## config.mk

```make
export PLATFORM = sky130hd
export DESIGN_NAME = tx_symbol_framer
export DESIGN_NICKNAME = d
export VERILOG_FILES = /design/src/rtl/tx_symbols_pkg.sv /design/src/rtl/tx_symbol_framer_skp_timer.sv /design/src/rtl/tx_symbol_framer.sv
export SDC_FILE = /design/constraint.sdc
export NUM_CORES = 1
export LEC_CHECK = 0
export BUFFER_PORTS_ARGS = -buffer_cell sky130_fd_sc_hd__buf_4
export CORE_MARGIN = 2
export CORE_UTILIZATION = 59
export CTS_BUF_LIST = sky130_fd_sc_hd__clkbuf_2 sky130_fd_sc_hd__clkbuf_4 sky130_fd_sc_hd__clkbuf_8
export DETAILED_ROUTE_END_ITERATION = 16
export PLACE_DENSITY_LB_ADDON = 0.25
export SKIP_CTS_REPAIR_TIMING = 1
export SLEW_MARGIN = 20
export SYNTH_ARGS = -nofsm -noshare
export SYNTH_HDL_FRONTEND = slang
export SYNTH_HIERARCHICAL = 1
export SYNTH_SLANG_ARGS = --single-unit
export TNS_END_PERCENT = 100
```

## constraint.sdc

```tcl
create_clock -name clk -period 2 [get_ports clk]
set_clock_uncertainty 0.15 [all_clocks]
set_input_delay 0.2 -clock clk [delete_from_list [all_inputs] [get_ports clk]]
set_output_delay 0.2 -clock clk [all_outputs]
set_load 0.005 [all_outputs]
```

## src/rtl/tx_symbols_pkg.sv

```systemverilog
// Symbol codes and framer state encoding for the TX/RX symbol path.
// Shared by the TX framer and the RX deframer.
package tx_symbols_pkg;

    localparam logic [7:0] K_COM  = 8'hBC;
    localparam logic [7:0] K_SKP  = 8'h1C;
    localparam logic [7:0] K_STP  = 8'hFB;
    localparam logic [7:0] K_SDP  = 8'h5C;
    localparam logic [7:0] K_END  = 8'hFD;
    localparam logic [7:0] K_EDB  = 8'hFE;
    localparam logic [7:0] K_FTS  = 8'h3C;
    localparam logic [7:0] K_IDLE = 8'h00;

    localparam int FTS_SET_LEN = 4;

    typedef enum logic [3:0] {
        ST_IDLE,
        ST_START,
        ST_DATA,
        ST_END,
        ST_DROP,
        ST_SKP_COM,
        ST_SKP_SYM,
        ST_FTS_COM,
        ST_FTS_SYM
    } tx_state_e;

endpackage

```

## src/rtl/tx_symbol_framer_skp_timer.sv

```systemverilog
// SKP interval timer: one-cycle tick every SKP_INTERVAL enabled cycles.
// The framer owns the pending flag; this block only counts.
module skp_timer #(
    parameter int SKP_INTERVAL = 1180
) (
    input  logic clk,
    input  logic rst,
    input  logic enb,
    output logic tick
);

    localparam int CW = $clog2(SKP_INTERVAL);
    localparam logic [CW-1:0] LAST = CW'(SKP_INTERVAL - 1);

    logic [CW-1:0] cnt_q;
    logic [CW-1:0] cnt_d;

    assign tick = enb && (cnt_q == LAST);

    always_comb begin
        cnt_d = cnt_q;
        if (enb) begin
            cnt_d = tick ? '0 : cnt_q + 1'b1;
        end
    end

    always_ff @(posedge clk) begin
        if (rst) begin
            cnt_q <= '0;
        end else begin
            cnt_q <= cnt_d;
        end
    end

endmodule

```

## src/rtl/tx_symbol_framer.sv

```systemverilog
// TX symbol framer: packet framing, SKP/FTS ordered-set insertion,
// valid/ready intake with underrun nullification; registered output.
module tx_symbol_framer
    import tx_symbols_pkg::*;
#(
    parameter int SYM_W        = 8,
    parameter int SKP_INTERVAL = 1180,
    parameter int SKP_LEN      = 3,
    parameter int N_FTS        = 4
) (
    input  logic             clk,
    input  logic             rst,
    input  logic             enb,
    input  logic [SYM_W-1:0] s_data,
    input  logic             s_valid,
    input  logic             s_sop,
    input  logic             s_eop,
    input  logic             s_dllp,
    input  logic             s_bad,
    output logic             s_ready,
    input  logic             fts_req,
    output logic [SYM_W-1:0] tx_multiplexada,
    output logic             tx_ValidS,
    output logic             tx_underrun
);

    localparam int CNT_W = $clog2(N_FTS * FTS_SET_LEN + 1);
    localparam logic [CNT_W-1:0] SKP_LAST = CNT_W'(SKP_LEN - 1);
    localparam logic [CNT_W-1:0] FTS_LAST = CNT_W'(N_FTS * FTS_SET_LEN - 1);

    localparam logic [SYM_W-1:0] C_COM  = SYM_W'(K_COM);
    localparam logic [SYM_W-1:0] C_SKP  = SYM_W'(K_SKP);
    localparam logic [SYM_W-1:0] C_STP  = SYM_W'(K_STP);
    localparam logic [SYM_W-1:0] C_SDP  = SYM_W'(K_SDP);
    localparam logic [SYM_W-1:0] C_END  = SYM_W'(K_END);
    localparam logic [SYM_W-1:0] C_EDB  = SYM_W'(K_EDB);
    localparam logic [SYM_W-1:0] C_FTS  = SYM_W'(K_FTS);
    localparam logic [SYM_W-1:0] C_IDLE = SYM_W'(K_IDLE);

    tx_state_e        state_q, state_d;
    logic [CNT_W-1:0] cnt_q, cnt_d;
    logic             skp_pend_q, skp_pend_d;
    logic             fts_pend_q, fts_pend_d;
    logic             dllp_q, dllp_d;
    logic             bad_q, bad_d;
    logic [SYM_W-1:0] sym_q, sym_d;
    logic             valid_q, valid_d;
    logic             urun_q, urun_d;
    logic             skp_tick;

    skp_timer #(
        .SKP_INTERVAL(SKP_INTERVAL)
    ) u_skp_timer (
        .clk (clk),
        .rst (rst),
        .enb (enb),
        .tick(skp_tick)
    );

    assign s_ready = enb && (state_q == ST_DATA || state_q == ST_DROP);

    assign tx_multiplexada = sym_q;
    assign tx_ValidS       = valid_q;
    assign tx_underrun     = urun_q;

    always_comb begin
        state_d    = state_q;
        cnt_d      = cnt_q;
        skp_pend_d = skp_pend_q;
        fts_pend_d = fts_pend_q;
        dllp_d     = dllp_q;
        bad_d      = bad_q;
        sym_d      = sym_q;
        valid_d    = valid_q;
        urun_d     = 1'b0;
        if (enb) begin
            sym_d   = C_IDLE;
            valid_d = 1'b1;
            if (fts_req) begin
                fts_pend_d = 1'b1;
            end
            case (state_q)
                ST_IDLE: begin
                    cnt_d = '0;
                    if (skp_pend_q) begin
                        state_d = ST_SKP_COM;
                    end else if (fts_pend_q) begin
                        state_d = ST_FTS_COM;
                    end else if (s_valid && s_sop) begin
                        dllp_d  = s_dllp;
                        state_d = ST_START;
                    end
                end
                ST_START: begin
                    sym_d   = dllp_q ? C_SDP : C_STP;
                    valid_d = 1'b0;
                    state_d = ST_DATA;
                end
                ST_DATA: begin
                    if (s_valid) begin
                        sym_d = s_data;
                        if (s_eop) begin
                            bad_d   = s_bad;
                            state_d = ST_END;
                        end
                    end else begin
                        sym_d   = C_EDB;
                        valid_d = 1'b0;
                        urun_d  = 1'b1;
                        state_d = ST_DROP;
                    end
                end
                ST_END: begin
                    sym_d   = bad_q ? C_EDB : C_END;
                    valid_d = 1'b0;
                    state_d = ST_IDLE;
                end
                ST_DROP: begin
                    if (s_valid && s_eop) begin
                        state_d = ST_IDLE;
                    end
                end
                ST_SKP_COM: begin
                    sym_d      = C_COM;
                    valid_d    = 1'b0;
                    skp_pend_d = 1'b0;
                    cnt_d      = '0;
                    state_d    = ST_SKP_SYM;
                end
                ST_SKP_SYM: begin
                    sym_d   = C_SKP;
                    valid_d = 1'b0;
                    if (cnt_q == SKP_LAST) begin
                        cnt_d   = '0;
                        state_d = ST_IDLE;
                    end else begin
                        cnt_d = cnt_q + 1'b1;
                    end
                end
                ST_FTS_COM: begin
                    sym_d   = C_COM;
                    valid_d = 1'b0;
                    cnt_d   = cnt_q + 1'b1;
                    state_d = ST_FTS_SYM;
                end
                ST_FTS_SYM: begin
                    sym_d   = C_FTS;
                    valid_d = 1'b0;
                    // cnt runs across the whole burst; low bits mark set boundaries
                    if (cnt_q == FTS_LAST) begin
                        cnt_d      = '0;
                        fts_pend_d = 1'b0;
                        state_d    = ST_IDLE;
                    end else begin
                        cnt_d = cnt_q + 1'b1;
                        if (cnt_q[1:0] == 2'd3) begin
                            state_d = ST_FTS_COM;
                        end
                    end
                end
                default: begin
                    state_d = ST_IDLE;
                end
            endcase
            if (skp_tick) begin
                skp_pend_d = 1'b1;
            end
        end
    end

    always_ff @(posedge clk) begin
        if (rst) begin
            state_q    <= ST_IDLE;
            cnt_q      <= '0;
            skp_pend_q <= 1'b0;
            fts_pend_q <= 1'b0;
            dllp_q     <= 1'b0;
            bad_q      <= 1'b0;
            sym_q      <= '0;
            valid_q    <= 1'b1;
            urun_q     <= 1'b0;
        end else begin
            state_q    <= state_d;
            cnt_q      <= cnt_d;
            skp_pend_q <= skp_pend_d;
            fts_pend_q <= fts_pend_d;
            dllp_q     <= dllp_d;
            bad_q      <= bad_d;
            sym_q      <= sym_d;
            valid_q    <= valid_d;
            urun_q     <= urun_d;
        end
    end

endmodule
```

Word-level counts from Yosys, hierarchy flattened
Index checks and enable logic that the tools add are counted.
Storage, ports and cells
  output and inout bits: 11
  bits in registers: 34
Cells by class
  add/subtract/negate cells: 2
  bitwise logic cells: 4
  reduce and logical (&&, ||, !) cells: 17
  mux-type cells: 26
  equal/unequal tests: 17
Operators by type and width (number)
  $pmux W8 S6: 1
  $mux W4: 9
  $pmux W4 S8: 1
  $pmux W5 S4: 1
  $eq A4 B3 Y1 const B: 4
  $mux W8: 2
  $add A11 B1 Y11 const B: 1
  $eq A11 B11 Y1 const B: 1
  $mux W11: 1
  $mux W5: 2
  $eq A4 B2 Y1 const B: 2
  $mux W1: 7
  $ne A3 B3 Y1 const B: 2
  $reduce_and A6 Y1: 1
  $reduce_or A6 Y1: 1
  $add A5 B1 Y5 const B: 1
  $eq A5 B2 Y1 const B: 1
  $eq A5 B4 Y1 const B: 1
  $reduce_and A5 Y1: 1
  $eq A4 B1 Y1 const B: 1
  $eq A4 B4 Y1 const B: 1
  $logic_and A1 B1 Y1: 4
  $logic_not A4 Y1: 1
  $ne A4 B4 Y1 const B: 1
  13 further kinds: 18

Longest topological paths before layout
  word-level depth: 5
  gate-level depth with buffers: 7
  gate-level depth less buffers: 7

Cells and area by module
Netlist, hierarchy kept.
By module, submodules not included
  tx_symbol_framer: area an instance 1477.7 um^2, cells each 181, sequential area each 460.4 um^2, instances 1
  skp_timer: area an instance 540.5 um^2, cells each 59, sequential area each 220.2 um^2, instances 1

Least setup slack after synthesis
No wires, ideal clock.
  kind: reg-to-reg
  from: register u_skp_timer.cnt_q[0]
  to: register u_skp_timer.cnt_q[2]
  slack: 0.167 ns
  library setup time: 0.130 ns
  stages on the path, launching flop included: 5
  data arrival time: 1.554 ns
  period minus slack after synthesis: 1.833 ns
  path through: dfxtp_1 ha_1 or4bb_1 o31ai_4 nor2_1
Between the ends
  cells in the longest elaborated chain, start to end: 3
  elaborated cells on any way between the ends: 4
Ends and longest elaborated chain
  start: declaration: RTL line tx_symbol_framer_skp_timer.sv:15  | logic [CW-1:0] cnt_q;
  start signal: assignment: RTL line tx_symbol_framer_skp_timer.sv:31  | cnt_q <= cnt_d;
  branches (longest 2 deep; another with $add A11 B1 Y11)
  $mux W11 *: RTL line tx_symbol_framer_skp_timer.sv:23  | cnt_d = tick ? '0 : cnt_q + 1'b1;
Mark *: on every way between the ends.
A chain may end at the register's enable or synchronous reset.

Worst setup path after layout
  from: register u_skp_timer.cnt_q[1]
  to: register u_skp_timer.cnt_q[8]
The elaborated chain is that of the path after synthesis.

==> metrics.txt <==
ys flop type=dfxtp_1; Final Slew Violations=0; Final Hold Fails=0; cell internal pwr=1.34 mW; P&R area growth vs syn=22.9%; fin util=74.9%; Ports=28; Num CTS Buffers=5; Post-DP Area=roughly 2300 um^2; outcome=finished clean; Port Buffers=27; sequential cell area fraction in the yosys report=33.7%; CTS tree=done; die area=3900 um^2; Mapped Nets=between 200 and 300; hold-critical path depth=2; synth top area cells=dfxtp_1 (34%), a21oi_1 (5.2%), o21ai_0 (3.7%); vias=1931; Worst Setup SP=u_skp_timer/cnt_q[1]; critical path required time=between 2 and 2.5 ns; overall global routing resource usage=26.4%; unrepaired setup endpoints after global routing=yes; vias in the first global route=1916; Post-route DRC=0; ant diodes=0; # placed instances=between 300 and 400; clock period minus worst slack=~1.9 ns; clock sink count=34; CP Capture Type=flop; sequential power share=39.6%; post-detailed-route count of antenna-violating nets=0; Via density=5.85; initial antenna violation count=0; crit path max fanout=4; Data arrival, critical path=~2.0 ns; worst reg2reg endpoint=u_skp_timer/cnt_q[8]; HPWL Detailed=3.42 mm; Crit Path Category=flop to flop; Avg WL per Cell=roughly 15 um; Slew HR=67.5%; CTS HTree Levels=2; DRT Wirelength=4.89 mm; metal2 WL=2.47 mm; Sw Share=34.2%; max-cap violations=0; leakage dissipation=0.960 nW; WL met3=200 um; most common cell in the netlist=dfxtp_1; final net count=just over 300; global-route wire length before repair=8.41 mm; Clock power frac=25.2%; synth unique cells=54; Fillers=274; reg2reg setup slack=approximately 0.085 ns; Final setup viols=0; peak supply drop=0.000547 V; area leader, netlist=dfxtp_1; CP startpoint kind=flop; Post-synth top cells=dfxtp_1 (34), a21oi_1 (21), nor2_1 (19), inv_1 (17), o21ai_0 (15); Mapped Area=2020 um^2; final instance area=about 2500 um^2; initial DRC count=135; clock transition at the registers of the reported paths=roughly 0.12 ns; clk_lat worst skew=0.35 ns; RR Startpoint=u_skp_timer/cnt_q[1]; Pwr Density=822 nW/um^2; fin cells=330; clock root buffer=clkbuf_4; share of post-route cells with drive strength above 1=25.0%; DIE HEIGHT=62.5 um; highest metal used=met4; area of the core=3310 um^2; Highest Clock Rate=roughly 520 MHz; Worst Tran Pin Value=0.487 ns; YS warnings=6; Placement Rows=21; Seq cells post-synth=34; Hold Crit Start=rst; largest net degree at the start of global routing=30; worst hold path class=input pin to flop; GR Overflow Total=0; clk buf depth=2; logic gate share of total power=35.2%; DR pass1 iterations=4; Tcrit/Tclk final=95.8%; Initial Util=61.0%; Post-synth ARST share=0%; post-synthesis area per instance=8.41 um^2; synthesized instance count=240; post-synth top area share=33.7%; Metal-1 WL=between 2 and 2.5 mm; hold path endpoint=state_q[2]; cells on worst reg2reg path=5; chip width=62.5 um; GP Congestion=0.887; Psw=~0.7 mW; EDFF count, synth=0
[state kept, by name, summed over array words and instances (netlist names)]
register,flops
state_q,4
u_skp_timer/cnt_q,11
bad_q,1
tx_underrun,1
fts_pend_q,1
cnt_q,5
skp_pend_q,1
tx_ValidS,1
dllp_q,1
tx_multiplexada,8
[layout by cell type, fill, tap and decap left out, types with 2 or more instances in the layout]
cell,instances
buf_4,46
xor2_1,4
o21ai_0,15
dfxtp_1,34
inv_1,17
nor2b_1,2
nand3b_1,4
o2111ai_1,6
mux2i_1,5
nor3_1,2
a311oi_1,3
nand2b_1,9
ha_1,5
or4b_4,2
or3_1,5
nor2_1,18
or4_1,3
a21oi_1,21
nand3_1,7
and3_1,4
clkbuf_4,5
o211ai_1,4
nand2_1,12
clkinvlp_4,2
a31oi_1,4
nand4_1,7
o31ai_1,4
nor4b_2,2
dlygate4sd3_1,3
[cells by family after synthesis]
family	count (synthesis)	share of synthesized area [%]
compound gates	72	24.7
xor+xnor	4	1.74
fa+ha+maj	5	3.10
buf+inv	30	6.32
flops	34	33.7
mux	7	3.53
simple gates	88	26.9
[worst max-delay path, cell delays in order, from the launching register on]
cell and delay, ns:
dfxtp_1 0.39, ha_1 0.18, or4bb_1 0.57, o31ai_4 0.30
buf_4 0.17, a21oi_1 0.04
[area by class of cell]
type,count,area [um^2],area share (%)
inverter,17,63.8,2.57
clock inverter,3,45.0,1.82
clock buffer,5,37.5,1.51
timing repair buffer,49,375,15.1
sequential,34,681,27.4
tap,46,57.6,2.32
multi-input combinational,176,1220,49.2
[stage by stage]
stage	setup WS [ns]	total power [mW]	TNS [ns]	hold WS, ns
after floorplan	0.167	1.26	0	0.150
after global placement	0.125	1.48	0	0.285
final	0.0847	2.04	0	0.0626
after CTS	0.0371	2.01	0	-0.0721
after global routing	-0.00976	2.15	-0.0133	0.0692
after detailed placement	0.0977	1.49	0	0.290
[how the worst max path moves through the flow]
stage	endpoint	depth (start not counted)	slack, ns
after floorplan	u_skp_timer/cnt_q[2]	4	0.17
after global placement	skp_pend_q	5	0.13
after detailed placement	u_skp_timer/cnt_q[2]	4	0.1
after CTS	skp_pend_q	5	0.04
after global routing	tx_ValidS	5	-0.01
final	u_skp_timer/cnt_q[8]	5	0.08
[per-layer routing]
layer  track usage, %  up-vias
met5                0        -
met1             32.8      900
met2             44.8       43
met3             5.23        9
li1                 -      979
met4             10.6        0
[power groups by stage]
stage	registers (mW)	clock network (mW)	logic, mW
2_1_floorplan	0.771	0	0.487
3_3_place_gp	0.818	0	0.662
3_5_place_dp	0.821	0	0.671
4_1_cts	0.806	0.528	0.676
5_1_grt	0.816	0.548	0.789
6_report	0.808	0.514	0.717
Note: power is estimated with default switching activity, not from simulation.
